## src/rtl/cmd_responder.sv

```systemverilog
// cmd_responder: cluster-side endpoint of the HPU command path.
// Tags commands, dispatches them to execution interfaces, returns responses.
package cmd_responder_pkg;

  typedef struct packed {
    logic [7:0]  cmd_id;
    logic [3:0]  cmd_type;
    logic [3:0]  intf_id;
    logic [31:0] descr;
  } cmd_req_t;

  typedef struct packed {
    logic [7:0] cmd_id;
  } cmd_resp_t;

endpackage

module cmd_responder
  import cmd_responder_pkg::*;
#(
  parameter int NUM_INTF        = 2,
  parameter int MAX_OUTSTANDING = 8,
  parameter int TAG_WIDTH       = $clog2(MAX_OUTSTANDING)
) (
  input  logic                          clk_i,
  input  logic                          rst_i,
  input  logic                          cmd_valid_i,
  output logic                          cmd_ready_o,
  input  cmd_req_t                      cmd_i,
  output logic                          cmd_resp_valid_o,
  output cmd_resp_t                     cmd_resp_o,
  output logic [NUM_INTF-1:0]           intf_req_valid_o,
  input  logic [NUM_INTF-1:0]           intf_req_ready_i,
  output cmd_req_t                      intf_req_o,
  output logic [TAG_WIDTH-1:0]          intf_req_tag_o,
  input  logic [NUM_INTF-1:0]           intf_cpl_valid_i,
  input  logic [NUM_INTF*TAG_WIDTH-1:0] intf_cpl_tag_i,
  output logic                          idle_o,
  output logic                          spurious_cpl_o
);

  localparam int N = MAX_OUTSTANDING;

  localparam logic [1:0] S_FREE   = 2'd0;
  localparam logic [1:0] S_QUEUED = 2'd1;
  localparam logic [1:0] S_DISP   = 2'd2;
  localparam logic [1:0] S_DONE   = 2'd3;

  logic [1:0]           st_q [N];
  logic [7:0]           id_q [N];
  logic                 disp_vld_q;
  cmd_req_t             disp_req_q;
  logic [TAG_WIDTH-1:0] disp_tag_q;
  logic [NUM_INTF-1:0]  disp_sel_q;
  logic                 spur_q;
  logic                 resp_vld_q;
  cmd_resp_t            resp_q;

  logic [N-1:0]         free_v;
  logic [N-1:0]         disp_v;
  logic [N-1:0]         done_v;
  logic                 disp_hs;
  logic [TAG_WIDTH-1:0] alloc_idx;
  logic                 id_ok;
  logic [NUM_INTF-1:0]  sel_d;
  logic                 accept;
  logic                 bypass;
  logic [N-1:0]         cpl_hit;
  logic                 spur_d;
  logic [TAG_WIDTH-1:0] ctag;
  logic [N-1:0]         pend;
  logic                 pick_vld;
  logic [TAG_WIDTH-1:0] pick_idx;
  logic [7:0]           resp_id_d;

  always_comb begin
    free_v = '0;
    disp_v = '0;
    done_v = '0;
    for (int i = 0; i < N; i++) begin
      free_v[i] = st_q[i] == S_FREE;
      disp_v[i] = st_q[i] == S_DISP;
      done_v[i] = st_q[i] == S_DONE;
    end
  end

  assign intf_req_valid_o = disp_vld_q ? disp_sel_q : '0;
  assign disp_hs = |(intf_req_valid_o & intf_req_ready_i);

  always_comb begin
    alloc_idx = '0;
    for (int i = N - 1; i >= 0; i--)
      if (free_v[i]) alloc_idx = TAG_WIDTH'(i);
  end

  assign id_ok = int'(cmd_i.intf_id) < NUM_INTF;

  always_comb begin
    sel_d = '0;
    for (int k = 0; k < NUM_INTF; k++)
      if (int'(cmd_i.intf_id) == k) sel_d[k] = 1'b1;
  end

  assign cmd_ready_o = ~rst_i & (|free_v)
                     & (~disp_vld_q | disp_hs);
  assign accept = cmd_valid_i & cmd_ready_o;
  assign bypass = accept & ~id_ok;

  // A slot still Queued but handshaking now counts as dispatched.
  always_comb begin
    cpl_hit = '0;
    spur_d  = 1'b0;
    ctag    = '0;
    for (int k = 0; k < NUM_INTF; k++) begin
      ctag = intf_cpl_tag_i[k*TAG_WIDTH +: TAG_WIDTH];
      if (intf_cpl_valid_i[k]) begin
        if (disp_v[ctag] || (disp_hs && ctag == disp_tag_q))
          cpl_hit[ctag] = 1'b1;
        else
          spur_d = 1'b1;
      end
    end
  end

  // Undispatchable commands complete at acceptance.
  always_comb begin
    pend = done_v | cpl_hit;
    if (bypass) pend[alloc_idx] = 1'b1;
  end

  always_comb begin
    pick_idx = '0;
    for (int i = N - 1; i >= 0; i--)
      if (pend[i]) pick_idx = TAG_WIDTH'(i);
  end

  assign pick_vld  = |pend;
  assign resp_id_d = (bypass && pick_idx == alloc_idx)
                   ? cmd_i.cmd_id : id_q[pick_idx];

  always_ff @(posedge clk_i or posedge rst_i) begin
    if (rst_i) begin
      for (int i = 0; i < N; i++) begin
        st_q[i] <= S_FREE;
        id_q[i] <= '0;
      end
      disp_vld_q <= 1'b0;
      disp_req_q <= '0;
      disp_tag_q <= '0;
      disp_sel_q <= '0;
      spur_q     <= 1'b0;
      resp_vld_q <= 1'b0;
      resp_q     <= '0;
    end else begin
      for (int i = 0; i < N; i++) begin
        if (pick_vld && pick_idx == TAG_WIDTH'(i))
          st_q[i] <= S_FREE;
        else if (accept && alloc_idx == TAG_WIDTH'(i))
          st_q[i] <= id_ok ? S_QUEUED : S_DONE;
        else if (cpl_hit[i])
          st_q[i] <= S_DONE;
        else if (disp_hs && disp_tag_q == TAG_WIDTH'(i))
          st_q[i] <= S_DISP;
      end
      if (accept) id_q[alloc_idx] <= cmd_i.cmd_id;
      if (accept && id_ok) begin
        disp_vld_q <= 1'b1;
        disp_req_q <= cmd_i;
        disp_tag_q <= alloc_idx;
        disp_sel_q <= sel_d;
      end else if (disp_hs) begin
        disp_vld_q <= 1'b0;
      end
      spur_q        <= spur_q | spur_d;
      resp_vld_q    <= pick_vld;
      resp_q.cmd_id <= resp_id_d;
    end
  end

  assign intf_req_o       = disp_req_q;
  assign intf_req_tag_o   = disp_tag_q;
  assign cmd_resp_valid_o = resp_vld_q;
  assign cmd_resp_o       = resp_q;
  assign spurious_cpl_o   = spur_q;
  assign idle_o           = (&free_v) & ~disp_vld_q;

endmodule

```

## config.mk

```make
export PLATFORM = sky130hd
export DESIGN_NAME = cmd_responder
export DESIGN_NICKNAME = d
export VERILOG_FILES = /design/src/rtl/cmd_responder.sv
export SDC_FILE = /design/constraint.sdc
export NUM_CORES = 1
export LEC_CHECK = 0
export ABC_AREA = 1
export CAP_MARGIN = 20
export CORE_MARGIN = 2
export CORE_UTILIZATION = 35
export CTS_BUF_LIST = sky130_fd_sc_hd__clkbuf_8
export CTS_CLUSTER_DIAMETER = 100
export DETAILED_ROUTE_END_ITERATION = 8
export PLACE_DENSITY = 0.6
export SYNTH_ARGS = -nofsm -noshare
export SYNTH_HDL_FRONTEND = slang
export SYNTH_SLANG_ARGS = --single-unit
```

## constraint.sdc

```tcl
create_clock -name clk_i -period 13.3 [get_ports clk_i]
set_input_delay 2.66 -clock clk_i [delete_from_list [all_inputs] [get_ports clk_i]]
set_output_delay 2.66 -clock clk_i [all_outputs]
set_load 0.02 [all_outputs]
```

==> summary.txt, run 1 <==
Floorplan
  • Initial Util: 0.359
  • Die Y: 149 µm
  • DIE WIDTH: roughly 150 µm
  • Row count: 52
  • IO Pins: 126
  • Die area: 22100 µm²
  • Core footprint: about 20000 µm²

Drt
  • Drt pass-1 iters: 5
  • Via count: around 6600
  • DR WL/cell: about 16 µm
  • Initial DRC count: 530
  • Post-Route WL: 21.1 mm
  • Routed Antenna Nets: 0
  • DRC violations left: 0
  • Via-per-instance ratio: 4.86

Placed design
  • Gpl congestion: 0.970
  • Post-DP HPWL: about 15 mm
  • Buffers on Ports: 125

Clocking
  • CTS buffer count: 17
  • Cts repair resizes: 0
  • Later-pin clock latency in the skew report: 0.45 ns
  • H-tree level count: 4
  • Clk pin slew, worst setup/hold paths: 0.09 ns
  • Max Root-Sink Buffers: 2
  • Post-CTS setup buffers: 0
  • # hold bufs at CTS: 0
  • Root Driver: clkbuf_8
  • Clk sink count: 144
  • CTS tree: yes

Critical path
  • Endpoint type of the worst setup path: output port
  • CP Max Fanout: 77
  • CP peak stage delay: 0.63 ns
  • Slowest CP cell: clkdlybuf4s50_1
  • Most frequent CP cell: clkdlybuf4s50_1
  • Worst EP required: 10.64 ns
  • CP Cell Sequence: clkdlybuf4s50_1 > inv_6 > nand2_1 > nor2_1 > clkdlybuf4s50_1
  • Startpoint Class: input port
  • WS Path Type: in2out
  • Critical Path AT: 4.69 ns

Timing
  • Setup_tns: 0 ns
  • Post-route minimum period: about 7.4 ns
  • Final setup vio count: 0
  • Final Cycle Share: 0.553
  • Final hold violation count: 0
  • RSZ-0062 raised after global routing: false
  • Actual slew at the worst max-slew pin: 1.07 ns
  • Rel. slew slack: 0.284
  • Final Max Tran Viols: 0
  • Worst Skew: 0.0108 ns
  • Highest Clock Rate: between 100 and 150 MHz

Logic synthesis
  • Synth cell types: 42
  • Top-count cell post-synth: nand2_1
  • Synth Instances: between 900 and 1000
  • Ranking of synthesized cells by area: dfrtp_1 49%, nand2_1 15%, nand3_1 7.7%
  • Yosys Warn Count: 0
  • Area leader, netlist: dfrtp_1
  • EDFF count, synth: 0
  • Post-synthesis sequential area ratio: 0.493
  • Post-synth top flop: dfrtp_1
  • Number of synthesized register bits: 144
  • Post-synthesis net count: 1012
  • Post-Syn Area: roughly 7300 µm²
  • Area share of the largest cell type after synthesis: 0.493
  • Syn Area/Cell: 7.69 µm²
  • Commonest cells in the netlist: 291 x nand2_1, 144 x dfrtp_1, 112 x nand3_1, 92 x nor2_1, 85 x inv_1
  • Post-synthesis async set-or-reset flop share: 1.00

Layout
  • Share of post-route cells with drive strength above 1: 0.0944
  • Area growth from synthesis to layout: 25.9%
  • Ant. Diodes: 0
  • Util after Layout: 0.452
  • Nets: about 1100

Run status
  • Status: finished clean

Power
  • Internal power: 1220 µW
  • Combinational Power Share: 0.519
  • Switching portion of total power: 0.470
  • Pleak: about 0.0045 µW
  • Sw power: 1080 µW
  • Clock Power Share: 0.155
  • Share of power burned in registers: 0.326
  • VDD IR max: 0.000126 V
  • Pwr/cell area: about 250 nW/µm²

GRT
  • Overflow after GRT: 0
  • Vias in the first global route: between 6000 and 7000
  • Initial antenna violation count: 0
  • First-pass GRT wire length: about 34 mm
  • GRT Total Usage: 0.198
  • Pin count of the biggest net entering global routing: between 70 and 80

Min path
  • Min-Delay Path Class: reg2reg

Run
  • MaxCap Viol Count: 0
## path summary, 6_finish.rpt
| kind | start | to | slack (ns) | cells after the start |
|---|---|---|---|---|
| min reg2reg | intf_req_o[1]$_DFFE_PP0P_ | intf_req_o[1]$_DFFE_PP0P_ | 0.47 | 2 |
| min in group asynchronous | rst_i | id_q[55]$_DFFE_PP0P_ | 2.69 | 2 |
| max | rst_i | cmd_ready_o | 5.95 | 5 |
| max in group asynchronous | rst_i | st_q[0]$_DFFE_PP0P_ | 9.24 | 3 |
| max reg2reg | st_q[9]$_DFFE_PP0P_ | cmd_resp_o[3]$_DFF_PP0_ | 9.41 | 19 |
| min | intf_req_o[1]$_DFFE_PP0P_ | intf_req_o[1]$_DFFE_PP0P_ | 0.47 | 2 |
## state kept, by name, indices dropped and copies added (netlist names)
register and count:
id_q 64, intf_req_o 48, st_q 16, cmd_resp_o 8, intf_req_tag_o 3, disp_sel_q 2, cmd_resp_valid_o 1, disp_vld_q 1
spurious_cpl_o 1
## worst max-delay path, delay by kind of cell
| kind | cells | cell delay, ns |
|---|---|---|
| simple gates | 2 | 0.35 |
| buf+inv | 3 | 1.59 |
## metal layers
metal	share of wire	GRT usage
met5	0	0
met4	0.015	0.0538
met3	0.063	0.0488
met2	0.47	0.318
met1	0.45	0.269
## cell families (layout without fill, tap and decap cells)
logic type      Yosys count  after routing  synth area share
flops                   144            144             0.493
buf+inv                 132            262            0.0732
compound gates          107            107            0.0825
simple gates            562            562             0.345
xor+xnor                  6              6           0.00718
## cell usage in the layout, fill, tap and decap left out, types with 3 or more instances in the layout
master           instances
inv_6                    5
nand2_1                291
inv_1                   83
clkdlybuf4s50_1        125
nand3_1                112
a21oi_2                  3
nor3_1                  13
clkbuf_8                18
buf_4                    5
clkinv_4                 3
nor2_4                   6
nand2_2                 13
a21oi_1                 12
dfrtp_1                144
nor2_2                  12
o21ai_0                 77
inv_2                   12
clkinvlp_4               4
nand2_4                  7
xnor2_1                  4
nor2_1                  91
nand4_1                 11
## layout make-up
type                       instances  area, µm²
fill                            2044      11200
sequential                       144       3600
multi-input combinational        675       3180
timing repair buffer             131       1300
inverter                          99        379
tap                              270        338
clock buffer                      18        248
clock inverter                    14        156
## metrics by stage
| step | total power (µW) | instances | cell area, µm² | hold WS [ns] | setup WS (ns) |
|---|---|---|---|---|---|
| after floorplan | 1550 | 951 | 7310 | 0.453 | 4.25 |
| after global placement | 1930 | 1317 | 8780 | 0.454 | 5.89 |
| after detailed placement | 1950 | 1317 | 8780 | 0.458 | 5.91 |
| after CTS | 2310 | 1349 | 9190 | 0.479 | 5.91 |
| after global routing | 2490 | 1351 | 9210 | 0.503 | 5.78 |
| final | 2300 | 1351 | 9210 | 0.474 | 5.95 |
## power groups by stage
stage / clock (µW) / sequential, µW / combinational (µW)
after floorplan: 0 / 819 / 734
after global placement: 0 / 752 / 1180
after detailed placement: 0 / 755 / 1190
after CTS: 364 / 750 / 1200
after global routing: 381 / 773 / 1340
final: 357 / 751 / 1190
No activity file was read; power rests on OpenSTA's default activity.
==> run 2, diff against run 1 <==
- clock period: 13.3 -> 7.1 ns (I/O delays scaled with it)
==> summary.txt, run 2 (synthesis gave the netlist of run 1 again) <==
Run status
  • Status: finished clean

Timing
  • Highest Clock Rate: 198 MHz
  • RSZ-0062 raised after global routing: false
  • Setup_tns: 0 ns (unchanged)
  • Final hold violation count: 0 (unchanged)
  • Final Max Tran Viols: 0 (unchanged)
  • Actual slew at the worst max-slew pin: 0.829 ns (-0.246 ns)
  • Post-route minimum period: 5.04 ns
  • Worst Skew: 0.0124 ns (+0.00162 ns)
  • Final Cycle Share: 0.710
  • Rel. slew slack: 0.447 (+0.164)
  • Final setup vio count: 0 (unchanged)
  • Setup ws final: 2.06 ns (-3.89 ns)

Placed design
  • Cell area after placement: 8800 µm² (+0.17%)
  • Buffers on Ports: 125 (unchanged)
  • Post-DP HPWL: 15.4 mm (+3.2%)
  • Place WS: 1.92 ns (-3.99 ns)
  • Gpl congestion: 0.954 (-1.6%)

GRT
  • Pin count of the biggest net entering global routing: 91 (+17%)
  • Overflow after GRT: 0 (unchanged)
  • Vias in the first global route: 6461 (-0.31%)
  • Initial antenna violation count: 0 (unchanged)
  • First-pass GRT wire length: 35.1 mm (+2.0%)
  • GRT Total Usage: 0.204 (+0.00613)

Min path
  • Hold path cells: 2 (unchanged)
  • Min-Delay Path Class: reg2reg

Power
  • Pleak: 0.00450 µW (+0.45%)
  • Pwr/cell area: 474 nW/µm² (+90%)
  • VDD IR max: 0.000228 V (+81%)

Clocking
  • Post-CTS setup buffers: 0 (unchanged)
  • CTS tree: yes
  • Clk pin slew, worst setup/hold paths: 0.08 ns (about the same)
  • Max Root-Sink Buffers: 2 (unchanged)
  • H-tree level count: 4 (unchanged)
  • CTS buffer count: 17 (unchanged)
  • Clk sink count: 144 (unchanged)
  • Later-pin clock latency in the skew report: 0.45 ns (about the same)
  • Root Driver: clkbuf_8
  • # hold bufs at CTS: 0 (unchanged)
  • Cts repair resizes: 0 (unchanged)

Drt
  • Drt pass-1 iters: 5 (unchanged)
  • Via count: 6625 (+0.93%)
  • Max layer used: met4
  • Met1 WL: 9.80 mm (+3.5%)
  • DR WL/cell: 15.9 µm (+1.9%)
  • DR WL met3: 1.26 mm (-5.1%)
  • DRC violations left: 0 (unchanged)
  • Met2 WL: 9.91 mm (-0.33%)
  • Routed Antenna Nets: 0 (unchanged)
  • Post-Route WL: 21.5 mm (+1.9%)
  • Via-per-instance ratio: 4.90 (+0.93%)
  • Initial DRC count: 474 (-11%)

Floorplan
  • Die Y: 149 µm (unchanged)
  • Die area: 22100 µm² (unchanged)
  • Row count: 52 (unchanged)
  • Core footprint: 20400 µm² (unchanged)
  • Initial Util: 0.359 (unchanged)
  • IO Pins: 126 (unchanged)
  • DIE WIDTH: 149 µm (unchanged)

Layout
  • Design Area, Final: 9250 µm² (+0.43%)
  • Footprint of the multi-input gates: 3180 µm² (unchanged)
  • Area growth from synthesis to layout: 26.4%
  • Ant. Diodes: 0 (unchanged)
  • Most flops, register: id_q
  • Most frequent cells in the layout: 291 x nand2_1, 144 x dfrtp_1, 125 x clkdlybuf4s50_1
  • FILL cells: 2027 (-0.83%)
  • Max reg flops: 64 (unchanged)
  • Nets: 1130 (+0.089%)
  • Reg area: 3600 µm² (unchanged)
  • Most common cell after layout, fill and taps aside: nand2_1
  • Share of post-route cells with drive strength above 1: 0.0944 (unchanged)

Critical path
  • CP Max Fanout: 90 (+17%)
  • Endpoint type of the worst setup path: output port
  • Startpoint Class: input port
  • Worst EP required: 5.68 ns (-4.96 ns)
  • FF-to-FF path depth: 19 (unchanged)
  • WS Path Type: in2out
  • Critical Path AT: 3.62 ns (-1.07 ns)

Run
  • MaxCap Viol Count: 0 (unchanged)
-- run 2: cell count changes in the layout (fill, tap and decap cells not counted) --
cell and change:
clkbuf_8 +1, clkinv_4 -1, clkinv_2 +1, buf_6 -1, inv_6 -3, bufinv_16 +2, buf_4 +1
-- run 2: per-layer routing --
layer  track usage  up-vias
li1              -     3267
met1         0.283     3102
met2         0.316      218
met3        0.0488       38
met4        0.0676        0
met5             0        -
-- run 2: cell type report --
cell class / instances / share of cell area
multi-input combinational: 675 / 0.344
clock inverter: 13 / 0.0202
tap: 270 / 0.0365
clock buffer: 18 / 0.0268
sequential: 144 / 0.390
inverter: 99 / 0.0410
timing repair buffer: 132 / 0.142
-- run 2: worst max-delay path, stage by stage --
cell	delay, ns
clkdlybuf4s50_1	0.47
inv_6	0.59
nand2_1	0.17
nor2_1	0.26
clkdlybuf4s50_1	0.65
-- run 2: path summary, 6_finish.rpt --
check | slack (ns) | to | start
max | 2.06 | cmd_ready_o | rst_i
min | 0.47 | intf_req_o[36]$_DFFE_PP0P_ | intf_req_o[36]$_DFFE_PP0P_
max reg2reg | 3.51 | cmd_resp_o[4]$_DFF_PP0_ | st_q[9]$_DFFE_PP0P_
min reg2reg | 0.47 | intf_req_o[36]$_DFFE_PP0P_ | intf_req_o[36]$_DFFE_PP0P_
max in group asynchronous | 4.35 | id_q[28]$_DFFE_PP0P_ | rst_i
min in group asynchronous | 1.51 | id_q[55]$_DFFE_PP0P_ | rst_i
-- run 2: stage by stage --
stage          utilization  cells  hold slack, ns  total power (µW)
2_1_floorplan            -    951           0.453              2910
3_3_place_gp         0.432   1319           0.454              3650
3_5_place_dp         0.432   1319           0.459              3660
4_1_cts              0.453   1350           0.477              4390
5_1_grt              0.454   1351           0.494              4720
6_report             0.454   1351           0.471              4380
-- run 2: power breakdown --
group	switching [µW]	internal (µW)	leakage, µW	total [µW]
registers	241	1170	0.00181	1410
logic	1460	797	0.00249	2260
clock network	328	391	0.000207	719
==> run 3, diff against run 2 <==
- clock period: 7.1 -> 4.9 ns (I/O delays scaled with it)
==> summary.txt, run 3 (synthesis gave the netlist of run 1 again) <==
Timing
  • Worst Skew: 0.0131 ns (+0.000731 ns)
  • Final setup vio count: 0 (unchanged)
  • Final hold violation count: 0 (unchanged)
  • Post-route minimum period: 3.78 ns
  • Final Max Tran Viols: 0 (unchanged)
  • Actual slew at the worst max-slew pin: 0.786 ns (-0.0429 ns)
  • Rel. slew slack: 0.476 (+0.0286)
  • Highest Clock Rate: between 200 and 300 MHz
  • RSZ-0062 raised after global routing: false
  • Final Cycle Share: 0.772

Floorplan
  • Core footprint: 20400 µm² (unchanged)
  • DIE WIDTH: 149 µm (unchanged)
  • Die Y: 149 µm (unchanged)
  • Row count: 52 (unchanged)
  • IO Pins: 126 (unchanged)
  • Initial Util: 0.359 (unchanged)
  • Die area: 22100 µm² (unchanged)

GRT
  • Pin count of the biggest net entering global routing: 145 (+59%)
  • First-pass GRT wire length: 35.8 mm (+1.9%)
  • Initial antenna violation count: 0 (unchanged)
  • Vias in the first global route: 6541 (+1.2%)
  • Overflow after GRT: 0 (unchanged)
  • GRT Total Usage: 0.209 (+0.00451)

Layout
  • Most common cell after layout, fill and taps aside: nand2_1
  • Util after Layout: 0.453 (-0.00141)
  • Most frequent cells in the layout: 291 x nand2_1, 144 x dfrtp_1, 125 x clkdlybuf4s50_1
  • Final cell count without fillers: 1354 (+0.22%)
  • Nets: 1132 (+0.18%)
  • Share of post-route cells with drive strength above 1: 0.0969 (+0.00251)
  • Max reg flops: 64 (unchanged)
  • Most flops, register: id_q
  • Ant. Diodes: 0 (unchanged)
  • Area growth from synthesis to layout: 26.0%

Clocking
  • H-tree level count: 4 (unchanged)
  • Clk sink count: 144 (unchanged)
  • # hold bufs at CTS: 0 (unchanged)
  • Post-CTS setup buffers: 0 (unchanged)
  • Later-pin clock latency in the skew report: 0.46 ns (about the same)
  • CTS tree: yes
  • Clk pin slew, worst setup/hold paths: 0.09 ns (about the same)
  • Max Root-Sink Buffers: 2 (unchanged)
  • CTS buffer count: 17 (unchanged)
  • Root Driver: clkbuf_8
  • Cts repair resizes: 0 (unchanged)

Drt
  • Routed Antenna Nets: 0 (unchanged)
  • Via count: 6709 (+1.3%)
  • DRC violations left: 0 (unchanged)
  • Post-Route WL: 22.0 mm (+2.7%)
  • Via-per-instance ratio: 4.95 (+1.0%)
  • Initial DRC count: 467 (-1.5%)
  • Drt pass-1 iters: 7 (+2)
  • DR WL/cell: 16.3 µm (+2.4%)

Critical path
  • Reg-to-reg setup timing slack: 1.62 ns (-1.89 ns)
  • Startpoint Class: input port
  • FF-to-FF path depth: 19 (unchanged)
  • WS Path Type: in2reg
  • Endpoint type of the worst setup path: flip-flop
  • Worst EP required: 5.29 ns (-0.39 ns)
  • CP Max Fanout: 12 (-87%)
  • Critical Path AT: 4.17 ns (+0.55 ns)
  • Reg2reg end: cmd_resp_o[2]$_DFF_PP0_
  • RR Startpoint: st_q[9]$_DFFE_PP0P_

Power
  • Final Power: 6220 µW (+42%)
  • Pleak: 0.00450 µW (-0.18%)
  • VDD IR max: 0.000275 V (+20%)
  • Pwr/cell area: 675 nW/µm² (+42%)

Placed design
  • Buffers on Ports: 125 (unchanged)
  • Placed cell count: 1322 (+0.23%)
  • Gpl congestion: 0.919 (-3.7%)
  • Post-DP HPWL: 15.9 mm (+2.8%)

Min path
  • Worst hold endpoint: intf_req_o[24]$_DFFE_PP0P_
  • Min-Delay Path Class: reg2reg
  • Hold path startpoint: intf_req_o[24]$_DFFE_PP0P_
  • Hold path cells: 2 (unchanged)

Run status
  • Status: finished clean

Run
  • MaxCap Viol Count: 0 (unchanged)
[run 3: area by class of cell]
cell class | count | area, µm²
Multi-Input combinational cell | 675 | 3180
Inverter | 99 | 378
Timing Repair Buffer | 134 | 1330
Clock buffer | 19 | 262
Sequential cell | 144 | 3600
Clock inverter | 13 | 124
Tap cell | 270 | 338
Fill cell | 2063 | 11100
[run 3: through the flow]
step           setup TNS, ns  setup slack, ns  area (µm²)  hold WS [ns]
6_report                   0             1.12        9220         0.476
3_5_place_dp               0            0.713        8830         0.457
3_3_place_gp               0            0.813        8830         0.454
4_1_cts                    0             1.18        9220         0.481
5_1_grt                    0            0.733        9220         0.501
2_1_floorplan         -0.768          -0.0832        7320         0.453
[run 3: metal layers]
layer / GRT usage / part of all wire / vias to the layer above
li1: - / - / 3277
met1: 0.285 / 0.45 / 3160
met2: 0.329 / 0.46 / 238
met3: 0.0543 / 0.071 / 34
met4: 0.0595 / 0.017 / 0
met5: 0 / 0 / -
[run 3: worst max-delay path by stage]
stage / from / depth (start not counted) / slack (ns) / end
2_1_floorplan: rst_i / 19 / -0.08 / cmd_resp_o[6]$_DFF_PP0_
3_3_place_gp: intf_cpl_tag_i[0] / 17 / 0.81 / cmd_resp_o[6]$_DFF_PP0_
3_5_place_dp: intf_cpl_tag_i[0] / 17 / 0.71 / cmd_resp_o[7]$_DFF_PP0_
4_1_cts: intf_cpl_tag_i[3] / 18 / 1.18 / cmd_resp_o[1]$_DFF_PP0_
5_1_grt: intf_cpl_tag_i[0] / 19 / 0.73 / cmd_resp_o[1]$_DFF_PP0_
6_report: intf_cpl_tag_i[3] / 18 / 1.12 / cmd_resp_o[2]$_DFF_PP0_
[run 3: report_power, final]
part	internal [µW]	total [µW]	switching, µW	leakage (µW)
logic	1170	3250	2080	0.00250
registers	1690	2050	363	0.00181
clock network	397	924	526	0.000190
total	3260	6220	2970	0.00450
[run 3: worst max-delay path: stages]
cell             delay, ns
clkdlybuf4s50_1       0.59
inv_2                 0.17
nand3_1               0.10
nand3_1               0.08
nand2_1               0.06
o21ai_2               0.32
nand3_1               0.12
nand2_1               0.15
nor2_1                0.08
nand2_1               0.08
nand3_1               0.10
a21oi_2               0.46
nand2_1               0.39
nor2_1                0.19
nor2_1                0.07
nand3_1               0.07
nand3_1               0.08
nand2_1               0.06
